==> config.mk <==
export PLATFORM = sky130hd
export DESIGN_NAME = reglk_boot_sequencer_flat
export DESIGN_NICKNAME = d
export VERILOG_FILES = /design/src/rtl/reglk_boot_sequencer_pkg.sv /design/src/rtl/reglk_boot_sequencer_if.sv /design/src/rtl/reglk_boot_sequencer_rb_checker.sv /design/src/rtl/reglk_boot_sequencer.sv /design/src/flat_wrapper.sv
export SDC_FILE = /design/constraint.sdc
export NUM_CORES = 1
export LEC_CHECK = 0
export ABC_AREA = 1
export CORE_UTILIZATION = 35
export DETAILED_ROUTE_END_ITERATION = 10
export GPL_TIMING_DRIVEN = 0
export MAX_ROUTING_LAYER = met4
export SLEW_MARGIN = 20
export SYNTH_ARGS = -nofsm -noshare
export SYNTH_HDL_FRONTEND = slang
export SYNTH_SLANG_ARGS = --single-unit
==> constraint.sdc <==
create_clock -name clk -period 4.4 [get_ports clk]
set_clock_uncertainty 0.1 [all_clocks]
set_input_delay 1.1 -clock clk [delete_from_list [all_inputs] [get_ports clk]]
set_output_delay 1.1 -clock clk [all_outputs]
set_load 0.01 [all_outputs]
==> src/rtl/reglk_boot_sequencer_pkg.sv <==
// ----------------------------------------------------------------------------
// reglk_seq_pkg
// Shared types and helpers for the register-lock boot sequencer.
//   state_e      : sequencer FSM states
//   W_BYTE/HALF/WORD : access width encodings on mem_width / tbl_width
//   width_mask() : significant-bit mask for a given access width
// ----------------------------------------------------------------------------
package reglk_seq_pkg;

    typedef enum logic [3:0] {
        ST_IDLE     = 4'd0,
        ST_FETCH    = 4'd1,
        ST_WRITE    = 4'd2,
        ST_RD_ADDR  = 4'd3,
        ST_RD_CHK   = 4'd4,
        ST_LOCK_WR  = 4'd5,
        ST_LOCK_RD  = 4'd6,
        ST_LOCK_CHK = 4'd7,
        ST_DONE     = 4'd8,
        ST_ERROR    = 4'd9
    } state_e;

    localparam logic [2:0] W_BYTE = 3'd0;
    localparam logic [2:0] W_HALF = 3'd1;
    localparam logic [2:0] W_WORD = 3'd2;

    // Illegal widths never reach the compare (FETCH aborts on them), so the
    // default simply compares the full word.
    function automatic logic [31:0] width_mask(input logic [2:0] w);
        logic [31:0] m;
        case (w)
            W_BYTE:  m = 32'h0000_00FF;
            W_HALF:  m = 32'h0000_FFFF;
            default: m = 32'hFFFF_FFFF;
        endcase
        return m;
    endfunction

endpackage

==> src/rtl/reglk_boot_sequencer_if.sv <==
// ----------------------------------------------------------------------------
// reglk_bus_if
// Write/read bus between the boot sequencer (master) and the register-lock
// block (slave).
//   write_enable : one-cycle write strobe
//   mem_width    : access width (0=byte, 1=half, 2=word)
//   addr         : access address
//   write_data   : write data
//   read_data    : read data, valid the cycle after addr is presented with
//                  write_enable low
// ----------------------------------------------------------------------------
interface reglk_bus_if;
    logic        write_enable;
    logic [2:0]  mem_width;
    logic [31:0] addr;
    logic [31:0] write_data;
    logic [31:0] read_data;

    modport master (
        output write_enable,
        output mem_width,
        output addr,
        output write_data,
        input  read_data
    );

    modport slave (
        input  write_enable,
        input  mem_width,
        input  addr,
        input  write_data,
        output read_data
    );
endinterface

==> src/rtl/reglk_boot_sequencer_rb_checker.sv <==
// ----------------------------------------------------------------------------
// reglk_rb_checker
// Combinational readback compare: only the bits covered by the access width
// take part in the comparison.
//   rd_data_i : data returned by the register-lock block
//   wr_data_i : data that was written
//   width_i   : access width encoding
//   match_o   : 1 when the masked values agree
// ----------------------------------------------------------------------------
module reglk_rb_checker
    import reglk_seq_pkg::*;
(
    input  logic [31:0] rd_data_i,
    input  logic [31:0] wr_data_i,
    input  logic [2:0]  width_i,
    output logic        match_o
);
    logic [31:0] mask;

    assign mask    = width_mask(width_i);
    assign match_o = ((rd_data_i ^ wr_data_i) & mask) == 32'h0;
endmodule

==> src/rtl/reglk_boot_sequencer.sv <==
// ----------------------------------------------------------------------------
// reglk_boot_sequencer
// Walks an external programming table, writing each entry to the
// register-lock block and reading it back, then writes and verifies the lock
// register. Restarts from entry 0 on every power-state wake so lock bits are
// always re-applied.
//   clk, rst_n        : clock, asynchronous active-low reset
//   start             : pulse, begin sequence when not busy
//   pwr_wake          : pulse, unconditional restart (wins over start)
//   tbl_idx           : requested table entry
//   tbl_addr/data/width : table entry contents (combinational from tbl_idx)
//   bus               : register-lock bus (master side)
//   busy/done/locked/error : sequence status
//   err_idx           : failing entry, NUM_ENTRIES denotes the lock step
// ----------------------------------------------------------------------------
module reglk_boot_sequencer
    import reglk_seq_pkg::*;
#(
    parameter int          NUM_ENTRIES = 8,
    parameter int          IDX_W       = (NUM_ENTRIES > 1) ? $clog2(NUM_ENTRIES) : 1,
    parameter logic [31:0] LOCK_ADDR   = 32'h0000_0000,
    parameter logic [31:0] LOCK_VALUE  = 32'hFFFF_FFFF,
    parameter int          MAX_RETRY   = 2
) (
    input  logic               clk,
    input  logic               rst_n,
    input  logic               start,
    input  logic               pwr_wake,
    output logic [IDX_W-1:0]   tbl_idx,
    input  logic [31:0]        tbl_addr,
    input  logic [31:0]        tbl_data,
    input  logic [2:0]         tbl_width,
    reglk_bus_if.master        bus,
    output logic               busy,
    output logic               done,
    output logic               locked,
    output logic               error,
    output logic [IDX_W:0]     err_idx
);
    localparam int RETRY_W = (MAX_RETRY < 1) ? 1 : $clog2(MAX_RETRY + 1);

    state_e               state_q, state_d;
    logic [IDX_W-1:0]     idx_q, idx_d;
    logic [RETRY_W-1:0]   retry_q, retry_d;
    logic [IDX_W:0]       err_idx_q, err_idx_d;
    logic [31:0]          entry_addr_q, entry_addr_d;
    logic [31:0]          entry_data_q, entry_data_d;
    logic [2:0]           entry_width_q, entry_width_d;
    logic [31:0]          bus_addr_q, bus_addr_d;
    logic [31:0]          bus_data_q, bus_data_d;
    logic [2:0]           bus_width_q, bus_width_d;

    logic                 rb_match;
    logic                 last_entry;
    logic                 can_retry;

    // The bus registers always hold the data of the access in flight, so the
    // checker compares against them in both the entry and the lock step.
    reglk_rb_checker u_rb_checker (
        .rd_data_i (bus.read_data),
        .wr_data_i (bus_data_q),
        .width_i   (bus_width_q),
        .match_o   (rb_match)
    );

    assign last_entry = (idx_q == IDX_W'(NUM_ENTRIES - 1));
    assign can_retry  = (retry_q < RETRY_W'(MAX_RETRY));

    // ---------------- state register ----------------
    always_ff @(posedge clk or negedge rst_n) begin
        if (!rst_n) begin
            state_q       <= ST_IDLE;
            idx_q         <= '0;
            retry_q       <= '0;
            err_idx_q     <= '0;
            entry_addr_q  <= '0;
            entry_data_q  <= '0;
            entry_width_q <= '0;
            bus_addr_q    <= '0;
            bus_data_q    <= '0;
            bus_width_q   <= '0;
        end else begin
            state_q       <= state_d;
            idx_q         <= idx_d;
            retry_q       <= retry_d;
            err_idx_q     <= err_idx_d;
            entry_addr_q  <= entry_addr_d;
            entry_data_q  <= entry_data_d;
            entry_width_q <= entry_width_d;
            bus_addr_q    <= bus_addr_d;
            bus_data_q    <= bus_data_d;
            bus_width_q   <= bus_width_d;
        end
    end

    // ---------------- next-state logic ----------------
    always_comb begin
        state_d       = state_q;
        idx_d         = idx_q;
        retry_d       = retry_q;
        err_idx_d     = err_idx_q;
        entry_addr_d  = entry_addr_q;
        entry_data_d  = entry_data_q;
        entry_width_d = entry_width_q;

        if (pwr_wake) begin
            // Wake overrides everything, including a write strobe in this
            // cycle: the next cycle is FETCH, never a repeated WRITE.
            state_d   = ST_FETCH;
            idx_d     = '0;
            retry_d   = '0;
            err_idx_d = '0;
        end else begin
            case (state_q)
                ST_IDLE, ST_DONE, ST_ERROR: begin
                    if (start) begin
                        state_d   = ST_FETCH;
                        idx_d     = '0;
                        retry_d   = '0;
                        err_idx_d = '0;
                    end
                end
                ST_FETCH: begin
                    entry_addr_d  = tbl_addr;
                    entry_data_d  = tbl_data;
                    entry_width_d = tbl_width;
                    if (tbl_width > W_WORD) begin
                        state_d   = ST_ERROR;
                        err_idx_d = {1'b0, idx_q};
                    end else begin
                        state_d = ST_WRITE;
                    end
                end
                ST_WRITE:   state_d = ST_RD_ADDR;
                ST_RD_ADDR: state_d = ST_RD_CHK;
                ST_RD_CHK: begin
                    if (rb_match) begin
                        retry_d = '0;
                        if (last_entry) begin
                            state_d = ST_LOCK_WR;
                        end else begin
                            idx_d   = idx_q + IDX_W'(1);
                            state_d = ST_FETCH;
                        end
                    end else if (can_retry) begin
                        retry_d = retry_q + RETRY_W'(1);
                        state_d = ST_WRITE;
                    end else begin
                        state_d   = ST_ERROR;
                        err_idx_d = {1'b0, idx_q};
                    end
                end
                ST_LOCK_WR: state_d = ST_LOCK_RD;
                ST_LOCK_RD: state_d = ST_LOCK_CHK;
                ST_LOCK_CHK: begin
                    if (rb_match) begin
                        retry_d = '0;
                        state_d = ST_DONE;
                    end else if (can_retry) begin
                        retry_d = retry_q + RETRY_W'(1);
                        state_d = ST_LOCK_WR;
                    end else begin
                        state_d   = ST_ERROR;
                        err_idx_d = (IDX_W + 1)'(NUM_ENTRIES);
                    end
                end
                default: state_d = ST_IDLE;
            endcase
        end
    end

    // Bus registers load on entry to a write state and hold otherwise, so
    // addr/width stay stable through the readback cycle and beyond.
    always_comb begin
        bus_addr_d  = bus_addr_q;
        bus_data_d  = bus_data_q;
        bus_width_d = bus_width_q;
        if (state_d == ST_WRITE) begin
            bus_addr_d  = entry_addr_d;
            bus_data_d  = entry_data_d;
            bus_width_d = entry_width_d;
        end else if (state_d == ST_LOCK_WR) begin
            bus_addr_d  = LOCK_ADDR;
            bus_data_d  = LOCK_VALUE;
            bus_width_d = W_WORD;
        end
    end

    // ---------------- outputs ----------------
    // Decoded from the asynchronously reset state, so reset removes the write
    // strobe immediately.
    always_comb begin
        bus.write_enable = 1'b0;
        busy             = 1'b0;
        done             = 1'b0;
        locked           = 1'b0;
        error            = 1'b0;
        case (state_q)
            ST_IDLE:  ;
            ST_DONE: begin
                done   = 1'b1;
                locked = 1'b1;
            end
            ST_ERROR: error = 1'b1;
            ST_WRITE, ST_LOCK_WR: begin
                bus.write_enable = 1'b1;
                busy             = 1'b1;
            end
            default: busy = 1'b1;
        endcase
    end

    assign bus.addr       = bus_addr_q;
    assign bus.write_data = bus_data_q;
    assign bus.mem_width  = bus_width_q;
    assign tbl_idx        = idx_q;
    assign err_idx        = err_idx_q;

endmodule

==> src/flat_wrapper.sv <==
// flat-port wrapper written by rule: the top's interface ports become plain ports
module reglk_boot_sequencer_flat import reglk_seq_pkg::*;
#(
    parameter int          NUM_ENTRIES = 8,
    parameter int          IDX_W       = (NUM_ENTRIES > 1) ? $clog2(NUM_ENTRIES) : 1,
    parameter logic [31:0] LOCK_ADDR   = 32'h0000_0000,
    parameter logic [31:0] LOCK_VALUE  = 32'hFFFF_FFFF,
    parameter int          MAX_RETRY   = 2
)
  (clk, rst_n, start, pwr_wake, tbl_idx, tbl_addr, tbl_data, tbl_width, busy, done, locked, error, err_idx, bus_write_enable, bus_mem_width, bus_addr, bus_write_data, bus_read_data);
  reglk_bus_if bus_i ();
  input  logic clk;
  input  logic rst_n;
  input  logic start;
  input  logic pwr_wake;
  output logic [IDX_W-1:0] tbl_idx;
  input  logic [31:0] tbl_addr;
  input  logic [31:0] tbl_data;
  input  logic [2:0] tbl_width;
  output logic busy;
  output logic done;
  output logic locked;
  output logic error;
  output logic [IDX_W:0] err_idx;
  output wire logic [$bits(bus_i.write_enable)-1:0] bus_write_enable;
  output wire logic [$bits(bus_i.mem_width)-1:0] bus_mem_width;
  output wire logic [$bits(bus_i.addr)-1:0] bus_addr;
  output wire logic [$bits(bus_i.write_data)-1:0] bus_write_data;
  input wire logic [$bits(bus_i.read_data)-1:0] bus_read_data;
  assign bus_write_enable = bus_i.write_enable;
  assign bus_mem_width = bus_i.mem_width;
  assign bus_addr = bus_i.addr;
  assign bus_write_data = bus_i.write_data;
  assign bus_i.read_data = bus_read_data;
  reglk_boot_sequencer #(.NUM_ENTRIES(NUM_ENTRIES), .IDX_W(IDX_W), .LOCK_ADDR(LOCK_ADDR), .LOCK_VALUE(LOCK_VALUE), .MAX_RETRY(MAX_RETRY)) u_core (.clk(clk), .rst_n(rst_n), .start(start), .pwr_wake(pwr_wake), .tbl_idx(tbl_idx), .tbl_addr(tbl_addr), .tbl_data(tbl_data), .tbl_width(tbl_width), .bus(bus_i), .busy(busy), .done(done), .locked(locked), .error(error), .err_idx(err_idx));
endmodule
# Word level (Yosys, flattened, before mapping)

Cells that the tools add are included.

Register bits after elaboration: 147
Latch bits: 0
Memory bits (writable): 0
Memory bits (read-only): 0
Input port bits: 103
Word-level logic and storage cells: 95
Memories kept: 0

Add/subtract/negate cells: 2
Multipliers: 0
Div/mod/pow operators: 0
$lt $le $gt $ge: 2
Equality and inequality tests: 22
Shifts and indexed selects: 0
Mux-type cells: 44
Bitwise gates (word level): 2
Reduce and logical (&&, ||, !) cells: 13

Operator list:

| operator                                              | number |
|---|---|
| 2-to-1 mux 32 bit                                     | 8 |
| case mux 32 bit (2 select lines)                      | 1 |
| 2-to-1 mux 4 bit                                      | 14 |
| bitwise AND 32 bit                                    | 1 |
| zero test 32 bit                                      | 1 |
| case mux 4 bit (8 select lines)                       | 1 |
| XOR 32 bit                                            | 1 |
| 2-to-1 mux 3 bit                                      | 9 |
| equality test 4 x 3 -> 1 bit, second input constant   | 5 |
| case mux 4 bit (4 select lines)                       | 1 |
| inequality test 3 bit, second input constant          | 5 |
| equality test 4 x 2 -> 1 bit, second input constant   | 3 |
| equality test 4 bit, second input constant            | 2 |
| 2-to-1 mux 2 bit                                      | 4 |
| AND reduction 7 bit                                   | 1 |
| inequality test 3 x 2 -> 1 bit, second input constant | 2 |
| case mux 3 bit (2 select lines)                       | 1 |
| nonzero test 3 bit                                    | 2 |
| nonzero test 5 bit                                    | 1 |
| equality test 4 x 1 -> 1 bit, second input constant   | 1 |
| zero test 4 bit                                       | 1 |
| 2-to-1 mux 1 bit                                      | 4 |
| inequality test 4 x 1 -> 1 bit, second input constant | 1 |
| case mux 2 bit (2 select lines)                       | 1 |
| 13 further kinds                                      | 14 |

# Logic depth before layout (Yosys ltp)

Gate-level depths: netlist (run 1).

Depth in word-level cells: 10
Gate-level depth with buffers: 18
Gate-level depth less buffers: 17

# Modules after synthesis

A second synthesis (run 1) with hierarchy kept.

Cell total of the unflattened synthesis: 879
Area total of the unflattened synthesis: 7131.8 um^2

Modules (own cells, without submodules):

| module               | instances | cells an instance | area an instance (um^2) | sequential area each (um^2) |
|---|---|---|---|---|
| reglk_boot_sequencer | 1         | 721               | 6404.9                  | 3678.5 |
| reglk_rb_checker     | 1         | 158               | 726.9                   | 0.0 |

# Worst setup path after synthesis (run 1)

No wires, ideal clock.

Path type: input-to-reg
Start: in bus_read_data[21]
End: reg u_core.bus_addr_q[19], in the netlist u_core.bus.addr[19]
Setup time: 0.118 ns
Arrival: 2.718 ns
Required time: 4.182 ns
Path slack: 1.464 ns
Cell stages on the path: 15
Cell sequence: or2_2 -> nand3_1 -> nand2_1 -> nor2_1 -> nand2_1 -> nor2_4 -> nand2_4 -> a21oi_2 -> nand2_2 -> nor2_4 -> nand3_2 -> buf_6 -> buf_4 -> nand3_1 -> nand2_1

Cells in the longest elaborated chain, start to end: 8
Elaborated cells on any way between the ends: 11
Classes of those cells: eq/ne (2); mux (5); bitwise (2); reduce/logical (2)

RTL lines:

| what                                                                                | line                                                     | RTL |
|---|---|---|
| start: declaration                                                                  | flat_wrapper.sv:29                                       | `input wire logic [$bits(bus_i.read_data)-1:0] bus_read_data;` |
| XOR 32 bit (*)                                                                      | reglk_boot_sequencer_rb_checker.sv:21                    | `assign match_o = ((rd_data_i ^ wr_data_i) & mask) == 32'h0;` |
| bitwise AND 32 bit (*)                                                              | reglk_boot_sequencer_rb_checker.sv:21                    |  |
| zero test 32 bit (*)                                                                | reglk_boot_sequencer_rb_checker.sv:21                    |  |
| 2-to-1 mux 4 bit, on equally long branches                                          | reglk_boot_sequencer.sv:156, reglk_boot_sequencer.sv:137 |  |
| case mux 4 bit (8 select lines) (*)                                                 | reglk_boot_sequencer.sv:114                              | `case (state_q)` |
| 2-to-1 mux 4 bit (*)                                                                | reglk_boot_sequencer.sv:106                              | `if (pwr_wake) begin` |
| equality test 4 x 2 -> 1 bit / equality test 4 x 3 -> 1 bit (equally long branches) | reglk_boot_sequencer.sv:178, reglk_boot_sequencer.sv:182 |  |
| 2-to-1 mux 32 bit / nonzero test 2 bit (equally long branches)                      | n/a                                                      |  |
| end signal: assignment                                                              | reglk_boot_sequencer.sv:90                               | `bus_addr_q <= bus_addr_d;` |
| end: declaration                                                                    | reglk_boot_sequencer.sv:49                               | `logic [31:0] bus_addr_q, bus_addr_d;` |

Every way passes the cells marked *; elsewhere a longest branch is shown, timed or not.
A chain may end at the register's enable or synchronous reset.

# Final worst setup path (run 1)

Start: in bus_read_data[1]
End: reg u_core.bus_data_q[31], in the netlist u_core.bus.write_data[31]

Cells in the longest elaborated chain, start to end: 8
Elaborated cells on any way between the ends: 11
Classes of those cells: eq/ne (2); mux (5); bitwise (2); reduce/logical (2)

RTL lines:

| what                                                                                | line                                                     | RTL |
|---|---|---|
| XOR 32 bit (*)                                                                      | reglk_boot_sequencer_rb_checker.sv:21                    |  |
| bitwise AND 32 bit (*)                                                              | reglk_boot_sequencer_rb_checker.sv:21                    |  |
| zero test 32 bit (*)                                                                | reglk_boot_sequencer_rb_checker.sv:21                    |  |
| 2-to-1 mux 4 bit, on equally long branches                                          | reglk_boot_sequencer.sv:156, reglk_boot_sequencer.sv:137 |  |
| case mux 4 bit (8 select lines) (*)                                                 | reglk_boot_sequencer.sv:114                              |  |
| 2-to-1 mux 4 bit (*)                                                                | reglk_boot_sequencer.sv:106                              |  |
| equality test 4 x 2 -> 1 bit / equality test 4 x 3 -> 1 bit (equally long branches) | reglk_boot_sequencer.sv:178, reglk_boot_sequencer.sv:182 |  |
| 2-to-1 mux 32 bit / nonzero test 2 bit (equally long branches)                      | n/a                                                      |  |
| end signal: assignment                                                              | reglk_boot_sequencer.sv:91                               | `bus_data_q <= bus_data_d;` |
| end: declaration                                                                    | reglk_boot_sequencer.sv:50                               | `logic [31:0] bus_data_q, bus_data_d;` |

Marks and branches as above.

==> results of run 1 <==
critical path: stages:
cell and delay [ps]:
sky130_fd_sc_hd__clkdlybuf4s50_1 480, sky130_fd_sc_hd__xnor2_1 120, sky130_fd_sc_hd__nand2_1 70, sky130_fd_sc_hd__nor2_1 130, sky130_fd_sc_hd__nand2_1 120, sky130_fd_sc_hd__nor2_2 250
sky130_fd_sc_hd__nand2_4 120, sky130_fd_sc_hd__nand3_1 80, sky130_fd_sc_hd__nand2_1 60, sky130_fd_sc_hd__nor2_2 300, sky130_fd_sc_hd__buf_1 520, sky130_fd_sc_hd__nand4_1 150
sky130_fd_sc_hd__nand2_1 110, sky130_fd_sc_hd__nand2_1 50
stage by stage:
stage	cells	worst slack, ps
2_1_floorplan	880	1464
3_3_place_gp	1330	-4134
3_5_place_dp	1331	458.7
4_1_cts	1363	900.4
5_1_grt	1365	694.9
6_report	1365	927.7
power by group through the flow:
stage / sequential [mW] / combinational, mW / clock [mW]
CTS: 2.39 / 3.55 / 1.48
floorplan: 2.45 / 1.98 / 0
finish: 2.38 / 3.50 / 1.45
global placement: 2.41 / 3.48 / 0
global route: 2.47 / 3.91 / 1.56
detailed placement: 2.41 / 3.52 / 0
cell usage after synthesis (3+ instances only):
| library cell | number |
|---|---|
| sky130_fd_sc_hd__a21oi_1 | 3 |
| sky130_fd_sc_hd__a31oi_1 | 3 |
| sky130_fd_sc_hd__buf_2 | 18 |
| sky130_fd_sc_hd__buf_4 | 6 |
| sky130_fd_sc_hd__buf_6 | 4 |
| sky130_fd_sc_hd__clkbuf_1 | 22 |
| sky130_fd_sc_hd__dfrtp_1 | 147 |
| sky130_fd_sc_hd__inv_1 | 133 |
| sky130_fd_sc_hd__mux2_2 | 34 |
| sky130_fd_sc_hd__nand2_1 | 246 |
| sky130_fd_sc_hd__nand2_2 | 3 |
| sky130_fd_sc_hd__nand3_1 | 90 |
| sky130_fd_sc_hd__nand3_2 | 3 |
| sky130_fd_sc_hd__nand4_1 | 68 |
| sky130_fd_sc_hd__nor2_1 | 25 |
| sky130_fd_sc_hd__nor3_1 | 7 |
| sky130_fd_sc_hd__o21ai_0 | 43 |
| sky130_fd_sc_hd__xnor2_1 | 6 |
flip-flops by register name, indices dropped and copies added, names as in the netlist:
register	cells
u_core.state_q	4
u_core.entry_width_q	3
u_core.retry_q	2
u_core.entry_data_q	32
u_core.bus.mem_width	3
u_core.bus.addr	32
u_core.entry_addr_q	32
u_core.tbl_idx	3
u_core.bus.write_data	32
u_core.err_idx	4
layer usage:
| metal | global-route usage | part of all wire |
|---|---|---|
| met3 | 0.06656 | 0.074 |
| met2 | 0.3201 | 0.46 |
| met1 | 0.2641 | 0.46 |
| met5 | - | 0 |
| met4 | 0.04219 | 0.0054 |
cell families (layout without fill, tap and decap cells):
kind of cell,count (synthesis),count (layout)
DFF,147,147
AOI/OAI and AO/OA,55,55
buffers and inverters,187,400
xor gates and xnor gates,6,6
adders and majority gates,2,2
muxes,34,34
other,0,2
and+or+nand+nor,449,449
how the worst max path moves through the flow:
stage,slack (ps),endpoint,cells after the start
floorplan,1460,u_core.bus.addr[19]$_DFFE_PN0P_,15
global placement,-4130,u_core.entry_addr_q[12]$_DFF_PN0_,1
detailed placement,460,u_core.bus.write_data[31]$_DFFE_PN0P_,14
CTS,900,u_core.bus.write_data[31]$_DFFE_PN0P_,14
global route,690,u_core.bus.write_data[31]$_DFFE_PN0P_,17
finish,930,u_core.bus.write_data[31]$_DFFE_PN0P_,14
area by class of cell:
cell class	count	area [um^2]
fillers	2022	10260
clock inverters	13	148.9
plain buffers	52	270.3
multi-input cells	546	2811
inverters	135	506.7
repair buffers	181	1834
flip-flops and latches	147	3679
clock buffers	19	442.9
diodes	2	5.005
well taps	270	337.8
==> run_summary.xml, run 1 <==
<?xml version="1.0" encoding="UTF-8"?>
<metrics>
  <group name="run_status">
    <metric name="status" unit="">completed</metric>
  </group>
  <group name="placement">
    <metric name="place.gp.congestion" unit="">0.8549</metric>
    <metric name="dpl_cell_area" unit="mm^2">0.009439</metric>
    <metric name="dp_hpwl" unit="um">14700</metric>
    <metric name="buffer_ports.inserted" unit="">180</metric>
  </group>
  <group name="synthesis">
    <metric name="synth.mux.area_fraction" unit="">0.05269</metric>
    <metric name="fraction_of_the_mapped_netlist_area_in_adder_cells" unit="">0.003444</metric>
    <metric name="synthXorXnorAreaFrac" unit="">0.007231</metric>
    <metric name="ys.flop_type" unit="">sky130_fd_sc_hd__dfrtp_1</metric>
    <metric name="synthArstFlopShare" unit="">1.000</metric>
    <metric name="synth_instances" unit="">880</metric>
    <metric name="dominant_combinational_cell_family_by_area_after_synthesis" unit="">simple AND/OR/NAND/NOR gates</metric>
    <metric name="synth_simple_gate_area_frac" unit="">0.2822</metric>
    <metric name="synth.yosys.warnings" unit="">0</metric>
    <metric name="synth.ff_latch_count" unit="">147</metric>
    <metric name="synth_compound_gate_area_share" unit="">0.04132</metric>
    <metric name="synth.yosys.seq_area_share" unit="">0.5062</metric>
    <metric name="netlist_area_pre_place" unit="mm^2">0.007267</metric>
    <metric name="synth_enable_flop_cells" unit="">0</metric>
    <metric name="synth_area_leader_cell" unit="">sky130_fd_sc_hd__dfrtp_1</metric>
    <metric name="post_synth_main_area_contributors" unit="">sky130_fd_sc_hd__dfrtp_1 (51%), sky130_fd_sc_hd__nand2_1 (13%), sky130_fd_sc_hd__inv_1 (6.9%), sky130_fd_sc_hd__nand3_1 (6.2%), sky130_fd_sc_hd__nand4_1 (5.9%)</metric>
    <metric name="synthesis.area_per_instance" unit="um^2">8.258</metric>
    <metric name="synth_cell_type_count" unit="">31</metric>
    <metric name="post-synth-top-area-fraction" unit="">0.5062</metric>
    <metric name="synth.net_count" unit="">985</metric>
  </group>
  <group name="setup_path">
    <metric name="reg2reg_to" unit="">u_core.bus.write_data[31]$_DFFE_PN0P_</metric>
    <metric name="worstPathRequired" unit="ps">4610</metric>
    <metric name="r2r_setup_slack" unit="ps">1380</metric>
    <metric name="worstPathMaxFanout" unit="">10</metric>
    <metric name="endpoint_kind" unit="">flip-flop</metric>
    <metric name="worst_ep_arrival_time" unit="ps">3680</metric>
    <metric name="crit_start" unit="">bus_read_data[1]</metric>
    <metric name="criticalPathCategory" unit="">in -&gt; reg</metric>
    <metric name="worst_r2r_path_depth" unit="">15</metric>
    <metric name="timing.rr.start" unit="">u_core.bus.mem_width[1]$_DFFE_PN0P_</metric>
    <metric name="cp-start-kind" unit="">input pin</metric>
  </group>
  <group name="clocking">
    <metric name="post_cts.resized_instances" unit="">0</metric>
    <metric name="clock_tree.htree_level_count" unit="">4</metric>
    <metric name="cts.sinks" unit="">147</metric>
    <metric name="tritoncts.num_buffers" unit="">17</metric>
    <metric name="cts.path.max_buffers" unit="">2</metric>
    <metric name="post_cts_hold_buffer_count" unit="">0</metric>
    <metric name="insertion_delay" unit="ps">420</metric>
    <metric name="post-cts-setup-buffers" unit="">0</metric>
    <metric name="clkSlewWorstSetupHoldPaths" unit="ps">60</metric>
    <metric name="clock_tree.root_cell" unit="">sky130_fd_sc_hd__clkbuf_16</metric>
    <metric name="cts_tree" unit="">yes</metric>
  </group>
  <group name="global_routing">
    <metric name="grt_first_pass_wirelength" unit="um">33380</metric>
    <metric name="grt.total_usage" unit="">0.2063</metric>
    <metric name="antenna_violations_before_repair" unit="">2</metric>
    <metric name="first_global_vias" unit="">6352</metric>
    <metric name="grt_overflow_total" unit="">0</metric>
    <metric name="grt_max_degree" unit="">84</metric>
  </group>
  <group name="final_layout">
    <metric name="layout_commonest_cell" unit="">sky130_fd_sc_hd__nand2_1</metric>
    <metric name="synthToLayoutAreaGrowth" unit="%">38.10</metric>
    <metric name="finalInstanceArea" unit="mm^2">0.01004</metric>
    <metric name="layout-drive-gt1-share" unit="">0.1034</metric>
    <metric name="layout.cells.most_common_list" unit="">sky130_fd_sc_hd__nand2_1 (246), sky130_fd_sc_hd__clkdlybuf4s50_1 (179), sky130_fd_sc_hd__dfrtp_1 (147), sky130_fd_sc_hd__inv_1 (133), sky130_fd_sc_hd__nand3_1 (90)</metric>
    <metric name="utilization" unit="">0.4944</metric>
    <metric name="nets" unit="">1185</metric>
  </group>
  <group name="timing">
    <metric name="period_needed" unit="ps">3472</metric>
    <metric name="tightest_slew" unit="ps">675.0</metric>
    <metric name="maxSlewViolCount" unit="">0</metric>
    <metric name="setup_total_negative_slack" unit="ps">0</metric>
    <metric name="slew_headroom" unit="">0.5465</metric>
    <metric name="final_min_period_over_clock_period" unit="">0.7892</metric>
    <metric name="setup-violations-final" unit="">0</metric>
    <metric name="timing.hold.ws" unit="ps">385.2</metric>
    <metric name="rsz_0062_raised_after_global_routing" unit="">no</metric>
    <metric name="hold_viol_final" unit="">0</metric>
    <metric name="maxClockFrequency" unit="GHz">0.2880</metric>
  </group>
  <group name="power_and_ir_drop">
    <metric name="internal_power" unit="mW">4.388</metric>
    <metric name="netSwitchingFraction" unit="">0.4016</metric>
    <metric name="p_leak" unit="nW">4.897</metric>
    <metric name="p_switching" unit="mW">2.945</metric>
    <metric name="worst_ir_drop_vdd" unit="mV">0.3690</metric>
    <metric name="clockPowerShare" unit="">0.198</metric>
    <metric name="power.density" unit="mW/mm^2">730.7</metric>
    <metric name="power.combinational.fraction" unit="">0.477</metric>
    <metric name="finalPower" unit="mW">7.333</metric>
    <metric name="share_seq_of_total_power" unit="">0.325</metric>
  </group>
  <group name="floorplanning">
    <metric name="floorplan.initialDensity" unit="">0.3580</metric>
    <metric name="rows" unit="">52</metric>
    <metric name="dieArea" unit="mm^2">0.02134</metric>
    <metric name="chipHeight" unit="um">146.1</metric>
    <metric name="die_w" unit="um">146.1</metric>
    <metric name="io_pins" unit="">182</metric>
    <metric name="core-area" unit="mm^2">0.02030</metric>
  </group>
  <group name="min_path">
    <metric name="worst_hold_path_type" unit="">reg -&gt; reg</metric>
    <metric name="hold_depth" unit="">2</metric>
    <metric name="whs_endpoint" unit="">u_core.err_idx[0]$_DFFE_PN0P_</metric>
    <metric name="min_from" unit="">u_core.err_idx[0]$_DFFE_PN0P_</metric>
  </group>
  <group name="route">
    <metric name="drc_errors" unit="">0</metric>
    <metric name="antenna_violating_nets_post_route" unit="">0</metric>
    <metric name="drtPass1Iterations" unit="">4</metric>
    <metric name="drt-total-wl" unit="um">20470</metric>
    <metric name="vias" unit="">6358</metric>
    <metric name="viasPerCell" unit="">4.658</metric>
    <metric name="drt-wirelength-per-cell" unit="um">14.99</metric>
    <metric name="drtIter0Drc" unit="">275</metric>
  </group>
  <group name="job">
    <metric name="drv_cap" unit="">0</metric>
  </group>
</metrics>
(Power assumes the default switching activity.)
==> run 2, diff against run 1 <==
==> constraint.sdc (replaced) <==
create_clock -name clk -period 3.47 [get_ports clk]
set_clock_uncertainty 0.1 [all_clocks]
set_input_delay 0.8675 -clock clk [delete_from_list [all_inputs] [get_ports clk]]
set_output_delay 0.8675 -clock clk [all_outputs]
set_load 0.01 [all_outputs]
==> run_summary.xml, run 2 (same netlist as run 1, synthesis figures left out) <==
<?xml version="1.0" encoding="UTF-8"?>
<metrics>
  <group name="run_status">
    <metric name="status" unit="">completed</metric>
  </group>
  <group name="floorplanning">
    <metric name="rows" unit="">52</metric>
    <metric name="chipHeight" unit="um">146.1</metric>
    <metric name="core-area" unit="mm^2">0.02030</metric>
    <metric name="floorplan.initialDensity" unit="">0.3580</metric>
    <metric name="die_w" unit="um">146.1</metric>
    <metric name="io_pins" unit="">182</metric>
    <metric name="dieArea" unit="mm^2">0.02134</metric>
  </group>
  <group name="timing">
    <metric name="setup_total_negative_slack" unit="ps">0</metric>
    <metric name="rsz_0062_raised_after_global_routing" unit="">no</metric>
    <metric name="slew_headroom" unit="">0.5465</metric>
    <metric name="tightest_slew" unit="ps">675.0</metric>
    <metric name="timing.hold.ws" unit="ps">291.0</metric>
    <metric name="hold_viol_final" unit="">0</metric>
    <metric name="maxSlewViolCount" unit="">0</metric>
    <metric name="final_min_period_over_clock_period" unit="">0.9320</metric>
    <metric name="setup-violations-final" unit="">0</metric>
    <metric name="maxClockFrequency" unit="GHz">0.3092</metric>
    <metric name="period_needed" unit="ps">3234</metric>
  </group>
  <group name="placement">
    <metric name="buffer_ports.inserted" unit="">180</metric>
    <metric name="dpl_cell_area" unit="mm^2">0.009439</metric>
    <metric name="dp_hpwl" unit="um">14700</metric>
    <metric name="place.gp.congestion" unit="">0.8549</metric>
  </group>
  <group name="global_routing">
    <metric name="antenna_violations_before_repair" unit="">2</metric>
    <metric name="first_global_vias" unit="">6352</metric>
    <metric name="grt.total_usage" unit="">0.2063</metric>
    <metric name="grt_overflow_total" unit="">0</metric>
    <metric name="grt_max_degree" unit="">84</metric>
    <metric name="grt_first_pass_wirelength" unit="um">33380</metric>
  </group>
  <group name="setup_path">
    <metric name="critical_path.most_common_cell" unit="">sky130_fd_sc_hd__nand2_1</metric>
    <metric name="critical_path.top_delay_family" unit="">simple AND/OR/NAND/NOR gates</metric>
    <metric name="criticalPathCategory" unit="">in -&gt; reg</metric>
    <metric name="worstPathMaxFanout" unit="">10</metric>
    <metric name="critical-path-max-stage-delay" unit="ps">480</metric>
    <metric name="slowest_stage" unit="">sky130_fd_sc_hd__clkdlybuf4s50_1</metric>
    <metric name="worst_ep_arrival_time" unit="ps">3490</metric>
    <metric name="crit_path_cell_trace" unit="">clkdlybuf4s50_1 &gt; xnor2_1 &gt; nand2_1 &gt; nor2_1 &gt; nand2_1 &gt; nor2_2 &gt; nand2_4 &gt; nand3_1 &gt; nand2_1 &gt; nor2_2 &gt; buf_2 &gt; buf_2 &gt; nand4_1 &gt; nand2_1</metric>
    <metric name="endpoint_kind" unit="">flip-flop</metric>
    <metric name="cp-start-kind" unit="">input pin</metric>
    <metric name="cp_num_buf_inv" unit="">3</metric>
    <metric name="worstPathRequired" unit="ps">3720</metric>
  </group>
  <group name="route">
    <metric name="drtPass1Iterations" unit="">4</metric>
    <metric name="antenna_violating_nets_post_route" unit="">0</metric>
    <metric name="viasPerCell" unit="">4.660</metric>
    <metric name="drt-wirelength-per-cell" unit="um">15.00</metric>
    <metric name="drt-total-wl" unit="um">20480</metric>
    <metric name="drtIter0Drc" unit="">277</metric>
    <metric name="vias" unit="">6361</metric>
    <metric name="drc_errors" unit="">0</metric>
  </group>
  <group name="final_layout">
    <metric name="layout-drive-gt1-share" unit="">0.1043</metric>
    <metric name="nets" unit="">1185</metric>
    <metric name="layout_commonest_cell" unit="">sky130_fd_sc_hd__nand2_1</metric>
    <metric name="layout.cells.most_common_list" unit="">sky130_fd_sc_hd__nand2_1 (246), sky130_fd_sc_hd__clkdlybuf4s50_1 (179), sky130_fd_sc_hd__dfrtp_1 (147), sky130_fd_sc_hd__inv_1 (133), sky130_fd_sc_hd__nand3_1 (90)</metric>
    <metric name="synthToLayoutAreaGrowth" unit="%">38.12</metric>
    <metric name="finalInstanceArea" unit="mm^2">0.01004</metric>
  </group>
  <group name="clocking">
    <metric name="clock_tree.htree_level_count" unit="">4</metric>
    <metric name="clkSlewWorstSetupHoldPaths" unit="ps">60</metric>
    <metric name="cts.sinks" unit="">147</metric>
    <metric name="cts.path.max_buffers" unit="">2</metric>
    <metric name="insertion_delay" unit="ps">420</metric>
    <metric name="tritoncts.num_buffers" unit="">17</metric>
    <metric name="clock_tree.root_cell" unit="">sky130_fd_sc_hd__clkbuf_16</metric>
    <metric name="post-cts-setup-buffers" unit="">0</metric>
    <metric name="post_cts_hold_buffer_count" unit="">0</metric>
    <metric name="cts_tree" unit="">yes</metric>
  </group>
  <group name="power_and_ir_drop">
    <metric name="worst_ir_drop_vdd" unit="mV">0.4680</metric>
    <metric name="clockPowerShare" unit="">0.198</metric>
    <metric name="power.density" unit="mW/mm^2">926.4</metric>
    <metric name="internal_power" unit="mW">5.566</metric>
    <metric name="power.combinational.fraction" unit="">0.477</metric>
    <metric name="p_switching" unit="mW">3.733</metric>
    <metric name="netSwitchingFraction" unit="">0.4014</metric>
    <metric name="p_leak" unit="nW">4.900</metric>
    <metric name="share_seq_of_total_power" unit="">0.325</metric>
  </group>
  <group name="min_path">
    <metric name="worst_hold_path_type" unit="">in -&gt; async</metric>
  </group>
  <group name="job">
    <metric name="drv_cap" unit="">0</metric>
  </group>
</metrics>
==> run 2: changes by cell type in the layout (fill, tap and decap cells not counted) <==
| cell | previous run | this run |
|---|---|---|
| sky130_fd_sc_hd__buf_1 | 2 | 1 |
| sky130_fd_sc_hd__clkbuf_2 | 0 | 1 |
==> run 2: metal layers <==
metal  global-route usage  vias up  wire (um)
met5                    -        -          0
met4              0.04219        0        110
met3              0.06656        7       1524
met2               0.3201      146       9468
met1               0.2641     2973       9375
li1                     -     3235          -
==> run 2: power groups by stage <==
stage | combinational (mW) | sequential, mW | clock (mW)
after floorplan | 2.51 | 3.11 | 0
after global placement | 4.41 | 3.05 | 0
after detailed placement | 4.47 | 3.05 | 0
after CTS | 4.50 | 3.04 | 1.88
after global routing | 4.96 | 3.13 | 1.97
final | 4.44 | 3.02 | 1.84
==> run 2: worst paths after layout <==
path,cells after the start,slack (ps),to,from
setup / recovery,14,240,u_core.bus.addr[6]$_DFFE_PN0P_,bus_read_data[1]
hold reg to reg,2,390,u_core.err_idx[0]$_DFFE_PN0P_,u_core.err_idx[0]$_DFFE_PN0P_
hold / removal,1,290,u_core.entry_data_q[11]$_DFF_PN0_,rst_n
min in group clk,2,390,u_core.err_idx[0]$_DFFE_PN0P_,u_core.err_idx[0]$_DFFE_PN0P_
setup reg to reg,15,450,u_core.bus.addr[6]$_DFFE_PN0P_,u_core.bus.mem_width[1]$_DFFE_PN0P_
max in group asynchronous,2,2190,u_core.state_q[2]$_DFF_PN0_,rst_n
==> run 2: timing repair <==
item                                    4_1_cts  5_1_grt
gates resized for setup                       0        1
endpoints found under the setup margin        0        1
endpoints found under the hold margin         0        0
==> run 2: through the flow <==
step           setup slack, ps  total power [mW]  instances    util
4_1_cts                  202.9             9.412       1363  0.4941
5_1_grt                  30.31             10.06       1365  0.4945
6_report                 235.8             9.298       1365  0.4945
3_5_place_dp            -238.8             7.521       1331  0.4650
3_3_place_gp             -4831             7.462       1330  0.4634
2_1_floorplan            766.5             5.621        880       -
==> run 2: area by class of cell <==
type,instances,area (um^2)
Timing Repair Buffer,181,1834
Antenna cell,2,5.005
Inverter,135,506.7
Tap cell,270,337.8
Clock buffer,19,442.9
Fill cell,2022,10260
Multi-Input combinational cell,546,2811
Clock inverter,13,148.9
Sequential cell,147,3679
Buffer,52,271.5
